File: config.mk
export PLATFORM = sky130hd
export DESIGN_NAME = draw_board_flat
export DESIGN_NICKNAME = d
export VERILOG_FILES = /design/src/rtl/draw_board_if.sv /design/src/rtl/draw_board.sv /design/src/flat_wrapper.sv
export SDC_FILE = /design/constraint.sdc
export NUM_CORES = 1
export LEC_CHECK = 0
export BUFFER_PORTS_ARGS = -buffer_cell sky130_fd_sc_hd__buf_4
export CORE_MARGIN = 8
export CORE_UTILIZATION = 34
export CTS_CLUSTER_SIZE = 24
export DETAILED_ROUTE_END_ITERATION = 6
export HOLD_SLACK_MARGIN = 0.02
export PLACE_DENSITY_LB_ADDON = 0.15
export SLEW_MARGIN = 20
export SYNTH_ARGS = -nofsm -noshare
export SYNTH_HDL_FRONTEND = slang
export SYNTH_SLANG_ARGS = --single-unit
File: constraint.sdc
create_clock -name clk -period 6.2 [get_ports clk]
set_input_delay 0.31 -clock clk [delete_from_list [all_inputs] [get_ports clk]]
set_output_delay 0.31 -clock clk [all_outputs]
set_load 0.03 [all_outputs]
File: src/rtl/draw_board_if.sv
// VGA stream bundle: pixel position, sync, blanking and colour.
//   hcount/vcount : 11-bit pixel position
//   hsync/vsync   : sync pulses
//   hblnk/vblnk   : blanking flags
//   rgb           : 12-bit colour (4 bits per channel)
// master drives the stream, slave receives it.
interface vga_if;
  logic [10:0] hcount;
  logic [10:0] vcount;
  logic        hsync;
  logic        vsync;
  logic        hblnk;
  logic        vblnk;
  logic [11:0] rgb;

  modport master (output hcount, vcount, hsync, vsync, hblnk, vblnk, rgb);
  modport slave  (input  hcount, vcount, hsync, vsync, hblnk, vblnk, rgb);
endinterface

File: src/rtl/draw_board.sv
// Minesweeper board painter: overlays the tile grid (borders plus per-tile
// state colour) on the incoming VGA stream with a fixed 2-cycle latency.
// Owns the tile-state array, updated through a write port, and a sequential
// clear engine that returns every tile to hidden.
//   clk, rst      : pixel clock, synchronous active-high reset
//   in / out      : VGA stream in / painted VGA stream out (2 clk later)
//   wr_en, wr_col, wr_row, wr_state : tile write port (0 hidden, 1 revealed,
//                   2 flagged, 3 exploded)
//   clear         : pulse starting a board clear sweep
//   busy          : high while the sweep runs
// Optional macro DRAW_BOARD_HOVER_EN adds hover_col/hover_row inputs that
// lighten the hovered hidden tile.
module draw_board #(
  parameter int unsigned GRID_COLS = 8,
  parameter int unsigned GRID_ROWS = 8,
  parameter int unsigned TILE_SIZE = 32,
  parameter int unsigned BOARD_X   = 192,
  parameter int unsigned BOARD_Y   = 64
) (
  input  logic       clk,
  input  logic       rst,
  vga_if.slave       in,
  vga_if.master      out,
  input  logic       wr_en,
  input  logic [3:0] wr_col,
  input  logic [3:0] wr_row,
  input  logic [1:0] wr_state,
  input  logic       clear,
`ifdef DRAW_BOARD_HOVER_EN
  input  logic [3:0] hover_col,
  input  logic [3:0] hover_row,
`endif
  output logic       busy
);
  localparam int unsigned NUM_TILES   = GRID_COLS * GRID_ROWS;
  localparam int unsigned IDX_W       = (NUM_TILES > 1) ? $clog2(NUM_TILES) : 1;
  localparam int unsigned TILE_SH     = $clog2(TILE_SIZE);
  localparam int unsigned BOARD_X_END = BOARD_X + GRID_COLS * TILE_SIZE;
  localparam int unsigned BOARD_Y_END = BOARD_Y + GRID_ROWS * TILE_SIZE;

  localparam logic [1:0]  ST_HIDDEN   = 2'd0;
  localparam logic [1:0]  ST_REVEALED = 2'd1;
  localparam logic [1:0]  ST_FLAGGED  = 2'd2;

  localparam logic [11:0] C_BORDER    = 12'h444;
  localparam logic [11:0] C_HIDDEN    = 12'h888;
  localparam logic [11:0] C_REVEALED  = 12'hCCC;
  localparam logic [11:0] C_FLAGGED   = 12'hF80;
  localparam logic [11:0] C_EXPLODED  = 12'hF00;
`ifdef DRAW_BOARD_HOVER_EN
  localparam logic [11:0] C_HOVER     = 12'hAAA;
`endif

  typedef enum logic [0:0] {IDLE, SWEEP} state_t;

  // Stage 1: board-relative geometry
  logic [11:0] rel_x_c, rel_y_c;
  logic        in_board_c;

  assign rel_x_c    = {1'b0, in.hcount} - 12'(BOARD_X);
  assign rel_y_c    = {1'b0, in.vcount} - 12'(BOARD_Y);
  assign in_board_c = (32'(in.hcount) >= BOARD_X) && (32'(in.hcount) < BOARD_X_END) &&
                      (32'(in.vcount) >= BOARD_Y) && (32'(in.vcount) < BOARD_Y_END);

  logic [10:0] hcount_q, vcount_q;
  logic        hsync_q, vsync_q, hblnk_q, vblnk_q;
  logic [11:0] rgb_q;
  logic        in_board_q, border_q;
  logic [3:0]  col_q, row_q;
`ifdef DRAW_BOARD_HOVER_EN
  logic [3:0]  hover_col_q, hover_row_q;
`endif

  // col/row only matter inside the board, where they always fit in 4 bits
  always_ff @(posedge clk) begin
    if (rst) begin
      hcount_q   <= '0;
      vcount_q   <= '0;
      hsync_q    <= 1'b0;
      vsync_q    <= 1'b0;
      hblnk_q    <= 1'b0;
      vblnk_q    <= 1'b0;
      rgb_q      <= '0;
      in_board_q <= 1'b0;
      border_q   <= 1'b0;
      col_q      <= '0;
      row_q      <= '0;
`ifdef DRAW_BOARD_HOVER_EN
      hover_col_q <= '0;
      hover_row_q <= '0;
`endif
    end else begin
      hcount_q   <= in.hcount;
      vcount_q   <= in.vcount;
      hsync_q    <= in.hsync;
      vsync_q    <= in.vsync;
      hblnk_q    <= in.hblnk;
      vblnk_q    <= in.vblnk;
      rgb_q      <= in.rgb;
      in_board_q <= in_board_c;
      border_q   <= (rel_x_c[TILE_SH-1:0] == '0) || (rel_y_c[TILE_SH-1:0] == '0);
      col_q      <= 4'(rel_x_c >> TILE_SH);
      row_q      <= 4'(rel_y_c >> TILE_SH);
`ifdef DRAW_BOARD_HOVER_EN
      hover_col_q <= hover_col;
      hover_row_q <= hover_row;
`endif
    end
  end

  // Tile array and clear sweep
  logic [1:0]       tiles [NUM_TILES];
  state_t           state_q, state_d;
  logic [IDX_W-1:0] idx_q, idx_d;
  logic             busy_d;
  logic             wr_ok_c;
  logic [IDX_W-1:0] wr_idx_c;

  assign wr_ok_c  = wr_en && !busy &&
                    (32'(wr_col) < GRID_COLS) && (32'(wr_row) < GRID_ROWS);
  assign wr_idx_c = IDX_W'(32'(wr_row) * GRID_COLS + 32'(wr_col));

  always_ff @(posedge clk) begin
    if (rst) begin
      state_q <= IDLE;
      idx_q   <= '0;
      busy    <= 1'b0;
    end else begin
      state_q <= state_d;
      idx_q   <= idx_d;
      busy    <= busy_d;
    end
  end

  // Sweep sequencing: one tile per cycle, clear ignored while sweeping
  always_comb begin
    state_d = state_q;
    idx_d   = idx_q;
    busy_d  = busy;
    case (state_q)
      IDLE: begin
        if (clear) begin
          state_d = SWEEP;
          idx_d   = '0;
          busy_d  = 1'b1;
        end
      end
      SWEEP: begin
        if (32'(idx_q) == NUM_TILES - 1) begin
          state_d = IDLE;
          idx_d   = '0;
          busy_d  = 1'b0;
        end else begin
          idx_d = idx_q + IDX_W'(1);
        end
      end
      default: begin
        state_d = IDLE;
        busy_d  = 1'b0;
      end
    endcase
  end

  // A write issued with clear in the same idle cycle lands first; the sweep
  // then overwrites it.
  always_ff @(posedge clk) begin
    if (rst) begin
      tiles <= '{default: ST_HIDDEN};
    end else if (state_q == SWEEP) begin
      tiles[idx_q] <= ST_HIDDEN;
    end else if (wr_ok_c) begin
      tiles[wr_idx_c] <= wr_state;
    end
  end

  // Stage 2: colour selection
  logic [IDX_W-1:0] rd_idx_c;
  logic [1:0]       tile_c;
  logic [11:0]      rgb_c;

  assign rd_idx_c = IDX_W'(32'(row_q) * GRID_COLS + 32'(col_q));
  assign tile_c   = tiles[rd_idx_c];

  always_comb begin
    rgb_c = rgb_q;
    if (hblnk_q || vblnk_q) begin
      rgb_c = 12'h000;
    end else if (!in_board_q) begin
      rgb_c = rgb_q;
    end else if (border_q) begin
      rgb_c = C_BORDER;
    end else begin
      case (tile_c)
`ifdef DRAW_BOARD_HOVER_EN
        ST_HIDDEN:   rgb_c = (hover_col_q == col_q && hover_row_q == row_q) ? C_HOVER : C_HIDDEN;
`else
        ST_HIDDEN:   rgb_c = C_HIDDEN;
`endif
        ST_REVEALED: rgb_c = C_REVEALED;
        ST_FLAGGED:  rgb_c = C_FLAGGED;
        default:     rgb_c = C_EXPLODED;
      endcase
    end
  end

  always_ff @(posedge clk) begin
    if (rst) begin
      out.hcount <= '0;
      out.vcount <= '0;
      out.hsync  <= 1'b0;
      out.vsync  <= 1'b0;
      out.hblnk  <= 1'b0;
      out.vblnk  <= 1'b0;
      out.rgb    <= '0;
    end else begin
      out.hcount <= hcount_q;
      out.vcount <= vcount_q;
      out.hsync  <= hsync_q;
      out.vsync  <= vsync_q;
      out.hblnk  <= hblnk_q;
      out.vblnk  <= vblnk_q;
      out.rgb    <= rgb_c;
    end
  end
endmodule

File: src/flat_wrapper.sv
// flat-port wrapper written by rule: the top's interface ports become plain ports
module draw_board_flat 
#(
  parameter int unsigned GRID_COLS = 8,
  parameter int unsigned GRID_ROWS = 8,
  parameter int unsigned TILE_SIZE = 32,
  parameter int unsigned BOARD_X   = 192,
  parameter int unsigned BOARD_Y   = 64
)
  (clk, rst, wr_en, wr_col, wr_row, wr_state, clear, busy, in_hcount, in_vcount, in_hsync, in_vsync, in_hblnk, in_vblnk, in_rgb, out_hcount, out_vcount, out_hsync, out_vsync, out_hblnk, out_vblnk, out_rgb);
  vga_if in_i ();
  vga_if out_i ();
  input  logic clk;
  input  logic rst;
  input  logic wr_en;
  input  logic [3:0] wr_col;
  input  logic [3:0] wr_row;
  input  logic [1:0] wr_state;
  input  logic clear;
  output logic busy;
  input wire logic [$bits(in_i.hcount)-1:0] in_hcount;
  input wire logic [$bits(in_i.vcount)-1:0] in_vcount;
  input wire logic [$bits(in_i.hsync)-1:0] in_hsync;
  input wire logic [$bits(in_i.vsync)-1:0] in_vsync;
  input wire logic [$bits(in_i.hblnk)-1:0] in_hblnk;
  input wire logic [$bits(in_i.vblnk)-1:0] in_vblnk;
  input wire logic [$bits(in_i.rgb)-1:0] in_rgb;
  output wire logic [$bits(out_i.hcount)-1:0] out_hcount;
  output wire logic [$bits(out_i.vcount)-1:0] out_vcount;
  output wire logic [$bits(out_i.hsync)-1:0] out_hsync;
  output wire logic [$bits(out_i.vsync)-1:0] out_vsync;
  output wire logic [$bits(out_i.hblnk)-1:0] out_hblnk;
  output wire logic [$bits(out_i.vblnk)-1:0] out_vblnk;
  output wire logic [$bits(out_i.rgb)-1:0] out_rgb;
  assign in_i.hcount = in_hcount;
  assign in_i.vcount = in_vcount;
  assign in_i.hsync = in_hsync;
  assign in_i.vsync = in_vsync;
  assign in_i.hblnk = in_hblnk;
  assign in_i.vblnk = in_vblnk;
  assign in_i.rgb = in_rgb;
  assign out_hcount = out_i.hcount;
  assign out_vcount = out_i.vcount;
  assign out_hsync = out_i.hsync;
  assign out_vsync = out_i.vsync;
  assign out_hblnk = out_i.hblnk;
  assign out_vblnk = out_i.vblnk;
  assign out_rgb = out_i.rgb;
  draw_board #(.GRID_COLS(GRID_COLS), .GRID_ROWS(GRID_ROWS), .TILE_SIZE(TILE_SIZE), .BOARD_X(BOARD_X), .BOARD_Y(BOARD_Y)) u_core (.clk(clk), .rst(rst), .in(in_i), .out(out_i), .wr_en(wr_en), .wr_col(wr_col), .wr_row(wr_row), .wr_state(wr_state), .clear(clear), .busy(busy));
endmodule
==> impl_metrics.xml, run 1 <==
<?xml version="1.0" encoding="UTF-8"?>
<metrics>
  <group name="setup_path">
    <metric name="reg2reg_to" unit="">u_core.out.rgb[10]</metric>
    <metric name="path_cells" unit="">ha_1 &gt; or3b_2 &gt; o22ai_1 &gt; nor4_1 &gt; o311ai_4 &gt; nor3b_1 &gt; nor3_1</metric>
    <metric name="r2r_cells" unit="">7</metric>
    <metric name="crit_required" unit="ns">6.60</metric>
    <metric name="critical_path_class" unit="">flip-flop to flip-flop</metric>
    <metric name="critical_path.slowest_cell" unit="">sky130_fd_sc_hd__or3b_2</metric>
    <metric name="max_stage_delay" unit="ns">0.62</metric>
    <metric name="crit_fanout" unit="">19</metric>
    <metric name="worst_setup_path_end_kind" unit="">flip-flop</metric>
    <metric name="cp.arrival" unit="ns">3.04</metric>
    <metric name="critical-path-top-delay-family" unit="">simple AND/OR/NAND/NOR gates</metric>
    <metric name="worst-path-buf-inv" unit="">0</metric>
    <metric name="worst_setup_path_start_kind" unit="">flip-flop</metric>
    <metric name="crit-reg2reg-launch" unit="">u_core.vcount_q[5]</metric>
    <metric name="reg2reg_slack" unit="ns">3.56</metric>
  </group>
  <group name="synth">
    <metric name="synth_enable_flop_cells" unit="">0</metric>
    <metric name="post_synth_design_cell_area" unit="um2">9150</metric>
    <metric name="yosys.cell_types.count" unit="">51</metric>
    <metric name="avgSynthCellArea" unit="um2">9.58</metric>
    <metric name="synth-seq-area-share" unit="">0.479</metric>
    <metric name="synth_warnings" unit="">0</metric>
    <metric name="synthesized_instance_count" unit="">955</metric>
    <metric name="synth_flop_cell" unit="">sky130_fd_sc_hd__dfxtp_1</metric>
    <metric name="postSynth.asyncResetShare" unit="">0</metric>
    <metric name="post_synthesis_sequential_element_count" unit="">219</metric>
    <metric name="nets_in_the_synthesized_netlist" unit="">1014</metric>
  </group>
  <group name="detailed_routing">
    <metric name="drt_pre_antenna_iters" unit="">5</metric>
    <metric name="dr_total_vias" unit="">7598</metric>
    <metric name="detail_route.iter0.violations" unit="">636</metric>
    <metric name="avgRoutedWirePerCell" unit="um">19.7</metric>
    <metric name="drt.antenna.violating_nets" unit="">0</metric>
    <metric name="vias_per_cell" unit="">5.41</metric>
    <metric name="remaining_drc_errors" unit="">0</metric>
    <metric name="wirelength" unit="um">27700</metric>
  </group>
  <group name="cts">
    <metric name="clock_tree.buffer_depth" unit="">3</metric>
    <metric name="cts_setup_buffers" unit="">0</metric>
    <metric name="tritoncts" unit="">yes</metric>
    <metric name="cts.hold.buffers_added" unit="">38</metric>
    <metric name="clkSlewWorstSetupHoldPaths" unit="ns">0.06</metric>
    <metric name="cts_num_sinks" unit="">219</metric>
    <metric name="clock_latency" unit="ns">0.53</metric>
    <metric name="cts_root_buffer" unit="">sky130_fd_sc_hd__clkbuf_16</metric>
    <metric name="cts_inserted_buffers" unit="">26</metric>
    <metric name="cts-resized-gates" unit="">0</metric>
    <metric name="ctsHtreeMaxLevel" unit="">1</metric>
  </group>
  <group name="timing">
    <metric name="timing.final.hold_violations" unit="">0</metric>
    <metric name="max_clock_freq" unit="MHz">379</metric>
    <metric name="slew_violations" unit="">0</metric>
    <metric name="timing.hold.ws" unit="ns">0.131</metric>
    <metric name="layout_worst_path_cycle_share" unit="">0.426</metric>
    <metric name="setup_ws" unit="ns">3.56</metric>
    <metric name="tns" unit="ns">0</metric>
    <metric name="worst_slew_pin_slew" unit="ns">1.17</metric>
    <metric name="final.setup_skew" unit="ns">0.00841</metric>
    <metric name="final-setup-viol-count" unit="">0</metric>
    <metric name="final.min_clock_period" unit="ns">2.64</metric>
    <metric name="rsz0062_at_grt" unit="">false</metric>
    <metric name="timing.max_slew.rel_slack" unit="">0.215</metric>
  </group>
  <group name="worst_hold_path">
    <metric name="min-delay-start" unit="">clear</metric>
    <metric name="min_delay_path_depth" unit="">3</metric>
    <metric name="worst_hold_path.endpoint" unit="">u_core.state_q</metric>
    <metric name="hold_path_class" unit="">input pin to flip-flop</metric>
  </group>
  <group name="grt">
    <metric name="maximum_number_of_pins_on_one_net_before_global_route_repair" unit="">114</metric>
    <metric name="antenna_violations_before_repair" unit="">0</metric>
    <metric name="first_global_vias" unit="">7400</metric>
    <metric name="globalRoute.totalOverflow" unit="">0</metric>
    <metric name="gr-usage-all-layers" unit="">0.164</metric>
    <metric name="first_pass_grt_wire_length" unit="um">43100</metric>
  </group>
  <group name="pwr">
    <metric name="cellPowerDensity" unit="nW/um2">290</metric>
    <metric name="cellLeakagePower" unit="nW">4.14</metric>
    <metric name="vdd_ir_drop_max" unit="mV">0.195</metric>
  </group>
  <group name="layout">
    <metric name="diodes" unit="">0</metric>
    <metric name="nets" unit="">1106</metric>
    <metric name="design_area" unit="um2">11400</metric>
    <metric name="proportion_of_layout_cells_with_a_drive_suffix_above_1" unit="">0.191</metric>
    <metric name="most-common-layout-cells" unit="">218 x sky130_fd_sc_hd__dfxtp_1, 165 x sky130_fd_sc_hd__a22oi_1, 142 x sky130_fd_sc_hd__nor2_1, 105 x sky130_fd_sc_hd__buf_4, 72 x sky130_fd_sc_hd__nor2b_1</metric>
    <metric name="leading_cell_type_in_the_layout_fill_and_taps_excluded" unit="">sky130_fd_sc_hd__dfxtp_1</metric>
    <metric name="final.fill_count" unit="">2596</metric>
    <metric name="area_delta_synth_final" unit="%">24.1</metric>
  </group>
  <group name="outcome">
    <metric name="status" unit="">finished, final reports clean</metric>
  </group>
  <group name="placed_design">
    <metric name="pre_cts_ws" unit="ns">3.53</metric>
    <metric name="placement.io_buffers" unit="">90</metric>
    <metric name="place.detailed.hpwl" unit="um">17400</metric>
    <metric name="place_area" unit="um2">10100</metric>
    <metric name="routabilityCongestion" unit="">0.790</metric>
  </group>
  <group name="die">
    <metric name="start_util" unit="">0.342</metric>
    <metric name="die-width" unit="um">180</metric>
    <metric name="die_height" unit="um">180</metric>
    <metric name="num_rows" unit="">60</metric>
    <metric name="fp.coreArea" unit="um2">26700</metric>
    <metric name="ioPinCount" unit="">91</metric>
    <metric name="fp.dieArea" unit="um2">32400</metric>
  </group>
  <group name="run">
    <metric name="max_cap_viol_count" unit="">0</metric>
  </group>
</metrics>
[where the power goes]
group / internal [mW] / switching (mW) / total [mW]
sequential: 1.43 / 0.0111 / 1.45
combinational: 0.104 / 0.154 / 0.258
clock: 0.992 / 0.599 / 1.59
[worst register-to-register path, delay by kind of cell (launching register included)]
| family | cells | cell delay, ns |
|---|---|---|
| compound gates | 2 | 0.58 |
| simple gates | 4 | 1.03 |
| flops | 1 | 0.31 |
| fa+ha+maj | 1 | 0.60 |
[cell usage after synthesis, drive strengths merged (7+ instances only)]
| master | number | area (um2) |
|---|---|---|
| nor2b | 73 | 464 |
| ha | 7 | 87.6 |
| dfxtp | 219 | 4380 |
| buf | 18 | 118 |
| mux2 | 20 | 225 |
| clkbuf | 62 | 235 |
| nor3 | 14 | 70.1 |
| a22oi | 165 | 1240 |
| nand2 | 26 | 97.6 |
| a21oi | 31 | 155 |
| nand2b | 14 | 87.6 |
| and2 | 18 | 113 |
| mux4 | 22 | 526 |
| o22ai | 12 | 75.1 |
| nor2 | 149 | 559 |
| nand3 | 42 | 210 |
[state kept, by name (all words and copies together), names as in the netlist, 2 cells and up]
signal,flops
u_core.col_q,3
u_core.hcount_q,11
u_core.idx_q,6
u_core.out.hcount,11
u_core.out.rgb,12
u_core.out.vcount,11
u_core.rgb_q,12
u_core.row_q,2
u_core.tiles,128
u_core.vcount_q,11
[stage by stage]
| stage | cells | utilization | power (mW) |
|---|---|---|---|
| after floorplan | 955 | - | 1.63 |
| after global placement | 1322 | 0.376 | 1.72 |
| after detailed placement | 1322 | 0.376 | 1.71 |
| after CTS | 1405 | 0.424 | 3.34 |
| after global routing | 1405 | 0.425 | 3.41 |
| final | 1405 | 0.425 | 3.30 |
[how the worst max path moves through the flow]
stage	startpoint	end	cells past startpoint
floorplan	u_core.vcount_q[5]	u_core.out.rgb[10]	8
global placement	u_core.hcount_q[5]	u_core.out.rgb[10]	7
detailed placement	u_core.vcount_q[5]	u_core.out.rgb[10]	7
CTS	u_core.vcount_q[5]	u_core.out.rgb[10]	7
global route	u_core.vcount_q[5]	u_core.out.rgb[10]	7
finish	u_core.vcount_q[5]	u_core.out.rgb[10]	7
[metal layers]
| layer | vias to the layer above | routed length, um | GRT usage |
|---|---|---|---|
| met2 | 266 | 12700 | 0.266 |
| met5 | - | 0 | 0 |
| met4 | 0 | 542 | 0.0427 |
| li1 | 3655 | - | - |
| met3 | 44 | 1760 | 0.0306 |
| met1 | 3633 | 12800 | 0.221 |
[cells by family (layout without fill, tap and decap cells)]
logic type | after synthesis | in the layout | synth area share
DFF | 219 | 219 | 0.479
buffers and inverters | 83 | 192 | 0.0398
muxes | 47 | 47 | 0.0875
xor gates and xnor gates | 5 | 5 | 0.00479
AOI/OAI and AO/OA | 228 | 228 | 0.180
adders and majority gates | 7 | 7 | 0.00957
and+or+nand+nor | 366 | 366 | 0.199
[final cells by class]
class	instances	area, um2	area share
Clock buffer	35	734	0.0647
Clock inverter	10	164	0.0144
Inverter	3	11.3	0.000992
Multi-Input combinational cell	653	4460	0.392
Sequential cell	219	4390	0.386
Tap cell	341	427	0.0376
Timing Repair Buffer	144	1180	0.104
Note: power is estimated with default switching activity, not from simulation.
==> run 2, diff against run 1 <==
Clock period 6.2 ns to 2.4 ns, I/O delays scaled along.
==> impl_metrics.xml, run 2 (synthesis gave the netlist of run 1 again) <==
<?xml version="1.0" encoding="UTF-8"?>
<metrics>
  <group name="placed_design">
    <metric name="routabilityCongestion" unit="">0.812</metric>
    <metric name="place_area" unit="um2">10400</metric>
    <metric name="pre_cts_ws" unit="ns">0.0434</metric>
    <metric name="place.detailed.hpwl" unit="um">18400</metric>
    <metric name="placement.io_buffers" unit="">90</metric>
  </group>
  <group name="cts">
    <metric name="tritoncts" unit="">yes</metric>
    <metric name="cts_inserted_buffers" unit="">25</metric>
    <metric name="ctsHtreeMaxLevel" unit="">1</metric>
    <metric name="clock_latency" unit="ns">0.52</metric>
    <metric name="clkSlewWorstSetupHoldPaths" unit="ns">0.06</metric>
    <metric name="cts_root_buffer" unit="">sky130_fd_sc_hd__clkbuf_16</metric>
    <metric name="clock_tree.buffer_depth" unit="">3</metric>
    <metric name="cts_num_sinks" unit="">219</metric>
  </group>
  <group name="setup_path">
    <metric name="worst_setup_path_start_kind" unit="">flip-flop</metric>
    <metric name="worst_setup_path_end_kind" unit="">flip-flop</metric>
    <metric name="crit_required" unit="ns">2.78</metric>
    <metric name="max_stage_delay" unit="ns">0.52</metric>
    <metric name="critical_path_class" unit="">flip-flop to flip-flop</metric>
    <metric name="critical-path-top-delay-family" unit="">compound AO/OA/AOI/OAI gates</metric>
    <metric name="crit_path_start" unit="">u_core.hcount_q[5]</metric>
    <metric name="worst-path-buf-inv" unit="">1</metric>
    <metric name="critical_path.slowest_cell" unit="">sky130_fd_sc_hd__mux4_2</metric>
    <metric name="crit_fanout" unit="">11</metric>
    <metric name="path_cells" unit="">buf_12 &gt; mux4_2 &gt; a211oi_1 &gt; o211ai_1 &gt; o311a_1 &gt; a21oi_1 &gt; nor3_1</metric>
    <metric name="crit-reg2reg-launch" unit="">u_core.hcount_q[5]</metric>
    <metric name="cp.arrival" unit="ns">2.66</metric>
  </group>
  <group name="timing">
    <metric name="max_clock_freq" unit="MHz">438</metric>
    <metric name="tns" unit="ns">0</metric>
    <metric name="final.min_clock_period" unit="ns">2.28</metric>
    <metric name="setup_ws" unit="ns">0.119</metric>
    <metric name="layout_worst_path_cycle_share" unit="">0.950</metric>
    <metric name="worst_slew_pin_slew" unit="ns">0.916</metric>
    <metric name="final-setup-viol-count" unit="">0</metric>
    <metric name="slew_violations" unit="">0</metric>
    <metric name="timing.max_slew.rel_slack" unit="">0.389</metric>
    <metric name="rsz0062_at_grt" unit="">false</metric>
    <metric name="final.setup_skew" unit="ns">0.0171</metric>
    <metric name="timing.final.hold_violations" unit="">0</metric>
  </group>
  <group name="detailed_routing">
    <metric name="wirelength" unit="um">28200</metric>
    <metric name="dr_total_vias" unit="">7762</metric>
    <metric name="detail_route.iter0.violations" unit="">567</metric>
    <metric name="avgRoutedWirePerCell" unit="um">19.6</metric>
    <metric name="remaining_drc_errors" unit="">0</metric>
    <metric name="vias_per_cell" unit="">5.39</metric>
    <metric name="drt_pre_antenna_iters" unit="">5</metric>
    <metric name="drt.antenna.violating_nets" unit="">0</metric>
  </group>
  <group name="outcome">
    <metric name="status" unit="">finished, final reports clean</metric>
  </group>
  <group name="layout">
    <metric name="area_delta_synth_final" unit="%">28.4</metric>
    <metric name="design_area" unit="um2">11800</metric>
    <metric name="leading_cell_type_in_the_layout_fill_and_taps_excluded" unit="">sky130_fd_sc_hd__dfxtp_1</metric>
    <metric name="registers.top_by_ff_count" unit="">u_core.tiles</metric>
    <metric name="largest_register_ffs" unit="">128</metric>
    <metric name="proportion_of_layout_cells_with_a_drive_suffix_above_1" unit="">0.205</metric>
    <metric name="utilization" unit="">0.440</metric>
    <metric name="diodes" unit="">0</metric>
    <metric name="layout_top_registers" unit="">u_core.tiles: 128 flops, u_core.out.rgb: 12 flops, u_core.rgb_q: 12 flops</metric>
    <metric name="nets" unit="">1143</metric>
    <metric name="most-common-layout-cells" unit="">218 x sky130_fd_sc_hd__dfxtp_1, 165 x sky130_fd_sc_hd__a22oi_1, 143 x sky130_fd_sc_hd__nor2_1, 120 x sky130_fd_sc_hd__buf_4, 72 x sky130_fd_sc_hd__nor2b_1</metric>
  </group>
  <group name="worst_hold_path">
    <metric name="hold_path_class" unit="">input pin to flip-flop</metric>
    <metric name="min-delay-start" unit="">wr_col[2]</metric>
  </group>
  <group name="grt">
    <metric name="gr-usage-met3" unit="">0.0288</metric>
    <metric name="first_global_vias" unit="">7566</metric>
    <metric name="gr-usage-all-layers" unit="">0.167</metric>
    <metric name="busiest_layer" unit="">met2</metric>
    <metric name="maximum_number_of_pins_on_one_net_before_global_route_repair" unit="">195</metric>
    <metric name="first_pass_grt_wire_length" unit="um">43800</metric>
    <metric name="globalRoute.totalOverflow" unit="">0</metric>
    <metric name="gr-usage-met1" unit="">0.224</metric>
    <metric name="antenna_violations_before_repair" unit="">0</metric>
    <metric name="global_route.usage.met2" unit="">0.273</metric>
  </group>
  <group name="die">
    <metric name="fp.dieArea" unit="um2">32400</metric>
    <metric name="num_rows" unit="">60</metric>
    <metric name="start_util" unit="">0.342</metric>
    <metric name="ioPinCount" unit="">91</metric>
    <metric name="die-width" unit="um">180</metric>
    <metric name="fp.coreArea" unit="um2">26700</metric>
    <metric name="die_height" unit="um">180</metric>
  </group>
  <group name="pwr">
    <metric name="cellPowerDensity" unit="nW/um2">704</metric>
    <metric name="total_design_power" unit="mW">8.28</metric>
    <metric name="cellLeakagePower" unit="nW">4.32</metric>
    <metric name="vdd_ir_drop_max" unit="mV">0.458</metric>
  </group>
  <group name="run">
    <metric name="max_cap_viol_count" unit="">0</metric>
  </group>
</metrics>
## run 2: cell types whose count changed in the layout (fill, tap and decap cells not counted), sizes merged
cell	previous run	this run
clkinv	5	3
dlygate4sd3	38	49
bufinv	4	2
clkbuf	35	36
buf	106	133
clkinvlp	1	2
## run 2: worst paths after layout
check	to	depth (start not counted)	slack [ns]
max	u_core.out.rgb[2]	7	0.12
min	u_core.tiles[15]	5	0.12
max reg2reg	u_core.out.rgb[2]	7	0.12
min reg2reg	u_core.out.rgb[0]	1	0.42
## run 2: per-layer routing
metal,routed length [um],share of wire,up-vias
li1,-,-,3715
met1,13100,0.46,3763
met2,13000,0.46,234
met3,1490,0.053,50
met4,620,0.022,0
met5,0,0,-
## run 2: layout make-up
cell class / instances / area [um2]
Sequential cell: 219 / 4390
Timing Repair Buffer: 182 / 1640
Tap cell: 341 / 427
Inverter: 3 / 11.3
Clock buffer: 36 / 737
Multi-Input combinational cell: 653 / 4460
Clock inverter: 7 / 90.1
Fill cell: 2620 / 15000
## run 2: what timing repair did
item,4_1_cts,5_1_grt
hold buffers,49,0
setup buffers,0,1
endpoints found under the hold margin,72,0
resized for setup,0,5
endpoints found under the setup margin,0,6
## run 2: worst register-to-register path: stages, from the launching register on
cell                       delay, ns
sky130_fd_sc_hd__dfxtp_4        0.45
sky130_fd_sc_hd__buf_12         0.19
sky130_fd_sc_hd__mux4_2         0.52
sky130_fd_sc_hd__a211oi_1       0.27
sky130_fd_sc_hd__o211ai_1       0.21
sky130_fd_sc_hd__o311a_1        0.22
sky130_fd_sc_hd__a21oi_1        0.22
sky130_fd_sc_hd__nor3_1         0.08
## run 2: power by group
part,total (mW),switching [mW],internal [mW]
Clock,3.81,1.49,2.33
Sequential,3.74,0.0337,3.71
Combinational,0.723,0.408,0.316
## run 2: through the flow
stage	hold WS, ns	instances
floorplan	0.192	955
global placement	0.322	1348
detailed placement	0.321	1348
CTS	0.107	1440
global route	0.130	1441
finish	0.125	1441
==> run 3, diff against run 2 <==
Settings changed: ABC_CLOCK_PERIOD_IN_PS set to 2400, CORE_UTILIZATION 34 to 53, SLEW_MARGIN 20 to not set.
==> impl_metrics.xml, run 3 (synthesis gave the netlist of run 1 again) <==
<?xml version="1.0" encoding="UTF-8"?>
<metrics>
  <group name="outcome">
    <metric name="status" unit="">finished, final reports clean</metric>
  </group>
  <group name="cts">
    <metric name="cts_inserted_buffers" unit="">24</metric>
    <metric name="cts_root_buffer" unit="">sky130_fd_sc_hd__clkbuf_16</metric>
    <metric name="cts_num_sinks" unit="">219</metric>
    <metric name="clock_latency" unit="ns">0.52</metric>
    <metric name="ctsHtreeMaxLevel" unit="">1</metric>
    <metric name="tritoncts" unit="">yes</metric>
    <metric name="clock_tree.buffer_depth" unit="">3</metric>
    <metric name="clkSlewWorstSetupHoldPaths" unit="ns">0.06</metric>
  </group>
  <group name="layout">
    <metric name="nets" unit="">1143</metric>
    <metric name="most-common-layout-cells" unit="">218 x sky130_fd_sc_hd__dfxtp_1, 165 x sky130_fd_sc_hd__a22oi_1, 149 x sky130_fd_sc_hd__nor2_1, 136 x sky130_fd_sc_hd__buf_4, 72 x sky130_fd_sc_hd__nor2b_1</metric>
    <metric name="final.fill_count" unit="">1294</metric>
    <metric name="layout_top_registers" unit="">u_core.tiles: 128 flops, u_core.out.rgb: 12 flops, u_core.rgb_q: 12 flops</metric>
    <metric name="final_cell_count_no_fill" unit="">1322</metric>
    <metric name="multiInputGateArea" unit="um2">4440</metric>
    <metric name="diodes" unit="">0</metric>
    <metric name="area_delta_synth_final" unit="%">24.9</metric>
    <metric name="registers.top_by_ff_count" unit="">u_core.tiles</metric>
    <metric name="proportion_of_layout_cells_with_a_drive_suffix_above_1" unit="">0.205</metric>
    <metric name="register_area" unit="um2">4390</metric>
    <metric name="largest_register_ffs" unit="">128</metric>
    <metric name="leading_cell_type_in_the_layout_fill_and_taps_excluded" unit="">sky130_fd_sc_hd__dfxtp_1</metric>
  </group>
  <group name="detailed_routing">
    <metric name="drt_pre_antenna_iters" unit="">5</metric>
    <metric name="dr_total_vias" unit="">7847</metric>
    <metric name="vias_per_cell" unit="">5.94</metric>
    <metric name="drt.antenna.violating_nets" unit="">0</metric>
    <metric name="avgRoutedWirePerCell" unit="um">19.5</metric>
    <metric name="remaining_drc_errors" unit="">0</metric>
    <metric name="detail_route.iter0.violations" unit="">724</metric>
    <metric name="wirelength" unit="um">25800</metric>
  </group>
  <group name="die">
    <metric name="fp.coreArea" unit="um2">17100</metric>
    <metric name="die_height" unit="um">147</metric>
    <metric name="start_util" unit="">0.535</metric>
    <metric name="fp.dieArea" unit="um2">21700</metric>
    <metric name="ioPinCount" unit="">91</metric>
    <metric name="num_rows" unit="">48</metric>
    <metric name="die-width" unit="um">147</metric>
  </group>
  <group name="timing">
    <metric name="final-setup-viol-count" unit="">0</metric>
    <metric name="final.setup_skew" unit="ns">0.0206</metric>
    <metric name="slew_violations" unit="">0</metric>
    <metric name="worst_slew_pin_slew" unit="ns">0.771</metric>
    <metric name="timing.max_slew.rel_slack" unit="">0.486</metric>
    <metric name="timing.final.hold_violations" unit="">0</metric>
    <metric name="max_clock_freq" unit="MHz">422</metric>
    <metric name="final.min_clock_period" unit="ns">2.37</metric>
    <metric name="layout_worst_path_cycle_share" unit="">0.986</metric>
  </group>
  <group name="setup_path">
    <metric name="cp.arrival" unit="ns">2.80</metric>
    <metric name="worst_setup_path_end_kind" unit="">flip-flop</metric>
    <metric name="crit_fanout" unit="">5</metric>
    <metric name="worst_setup_path_start_kind" unit="">flip-flop</metric>
    <metric name="path_cells" unit="">ha_1 &gt; or3b_2 &gt; o22ai_1 &gt; nor4_2 &gt; o311ai_4 &gt; buf_4 &gt; nor2b_4 &gt; o31ai_2</metric>
    <metric name="max_stage_delay" unit="ns">0.53</metric>
    <metric name="critical_path_class" unit="">flip-flop to flip-flop</metric>
    <metric name="r2r_cells" unit="">8</metric>
    <metric name="crit_required" unit="ns">2.83</metric>
    <metric name="critical_path.slowest_cell" unit="">sky130_fd_sc_hd__or3b_2</metric>
  </group>
  <group name="pwr">
    <metric name="vdd_ir_drop_max" unit="mV">0.700</metric>
    <metric name="cellPowerDensity" unit="nW/um2">703</metric>
    <metric name="total_design_power" unit="mW">8.04</metric>
    <metric name="cellLeakagePower" unit="nW">4.28</metric>
  </group>
  <group name="run">
    <metric name="max_cap_viol_count" unit="">0</metric>
  </group>
  <group name="placed_design">
    <metric name="routabilityCongestion" unit="">0.847</metric>
    <metric name="placement.io_buffers" unit="">90</metric>
    <metric name="place.detailed.hpwl" unit="um">16900</metric>
    <metric name="placed_cells" unit="">1240</metric>
  </group>
  <group name="worst_hold_path">
    <metric name="min_delay_path_depth" unit="">5</metric>
    <metric name="hold_path_class" unit="">input pin to flip-flop</metric>
  </group>
  <group name="grt">
    <metric name="globalRoute.totalOverflow" unit="">0</metric>
    <metric name="antenna_violations_before_repair" unit="">0</metric>
    <metric name="first_global_vias" unit="">7563</metric>
    <metric name="maximum_number_of_pins_on_one_net_before_global_route_repair" unit="">79</metric>
    <metric name="gr-usage-all-layers" unit="">0.232</metric>
    <metric name="first_pass_grt_wire_length" unit="um">41100</metric>
  </group>
</metrics>
==> run 3: report_power, final <==
part	switching (mW)	internal, mW
clock network	1.44	2.14
logic	0.406	0.311
registers	0.0293	3.71
==> run 3: stage by stage <==
step                       util  area, um2  TNS, ns  hold WS [ns]  setup slack [ns]
final                     0.668      11400        0         0.209            0.0328
after global routing      0.668      11400  -0.0922         0.209           -0.0394
after CTS                 0.665      11400        0         0.190            0.0733
after detailed placement  0.596      10200        0         0.312            0.0977
after global placement    0.596      10200        0         0.308             0.155
after floorplan               -       9150        0         0.192             0.231
==> run 3: final timing paths <==
kind,endpoint,start,slack [ns]
worst max-delay path,u_core.out.rgb[7],u_core.vcount_q[5],0.03
worst min-delay path,u_core.tiles[12],wr_col[2],0.21
worst max register to register,u_core.out.rgb[7],u_core.vcount_q[5],0.03
worst min register to register,u_core.out.rgb[5],u_core.rgb_q[5],0.42
==> run 3: per-layer routing <==
metal,vias up,track usage,part of all wire,routed length (um)
li1,3713,-,-,-
met1,3758,0.302,0.43,11200
met2,314,0.374,0.46,11900
met3,62,0.0523,0.075,1930
met4,0,0.0806,0.030,768
met5,-,0,0,0
==> run 3: cell type report <==
class / instances / share of cell area
clock buffers: 30 / 0.0572
clock inverters: 9 / 0.0106
inverters: 3 / 0.000986
multi-input cells: 653 / 0.388
flip-flops and latches: 219 / 0.384
well taps: 225 / 0.0246
repair buffers: 183 / 0.134
==> run 3: timing repair <==
item,CTS,global route
setup buffers,0,1
resized for setup,0,5
setup endpoints to repair,0,6
hold endpoints to repair,67,0
hold buffers,42,0
==> run 3: critical path: cells and delay by family (launching register included) <==
kind | cells | cell delay [ns]
adders and majority gates | 1 | 0.36
AOI/OAI and AO/OA | 3 | 0.76
and+or+nand+nor | 3 | 0.67
DFF | 1 | 0.31
buffers and inverters | 1 | 0.19
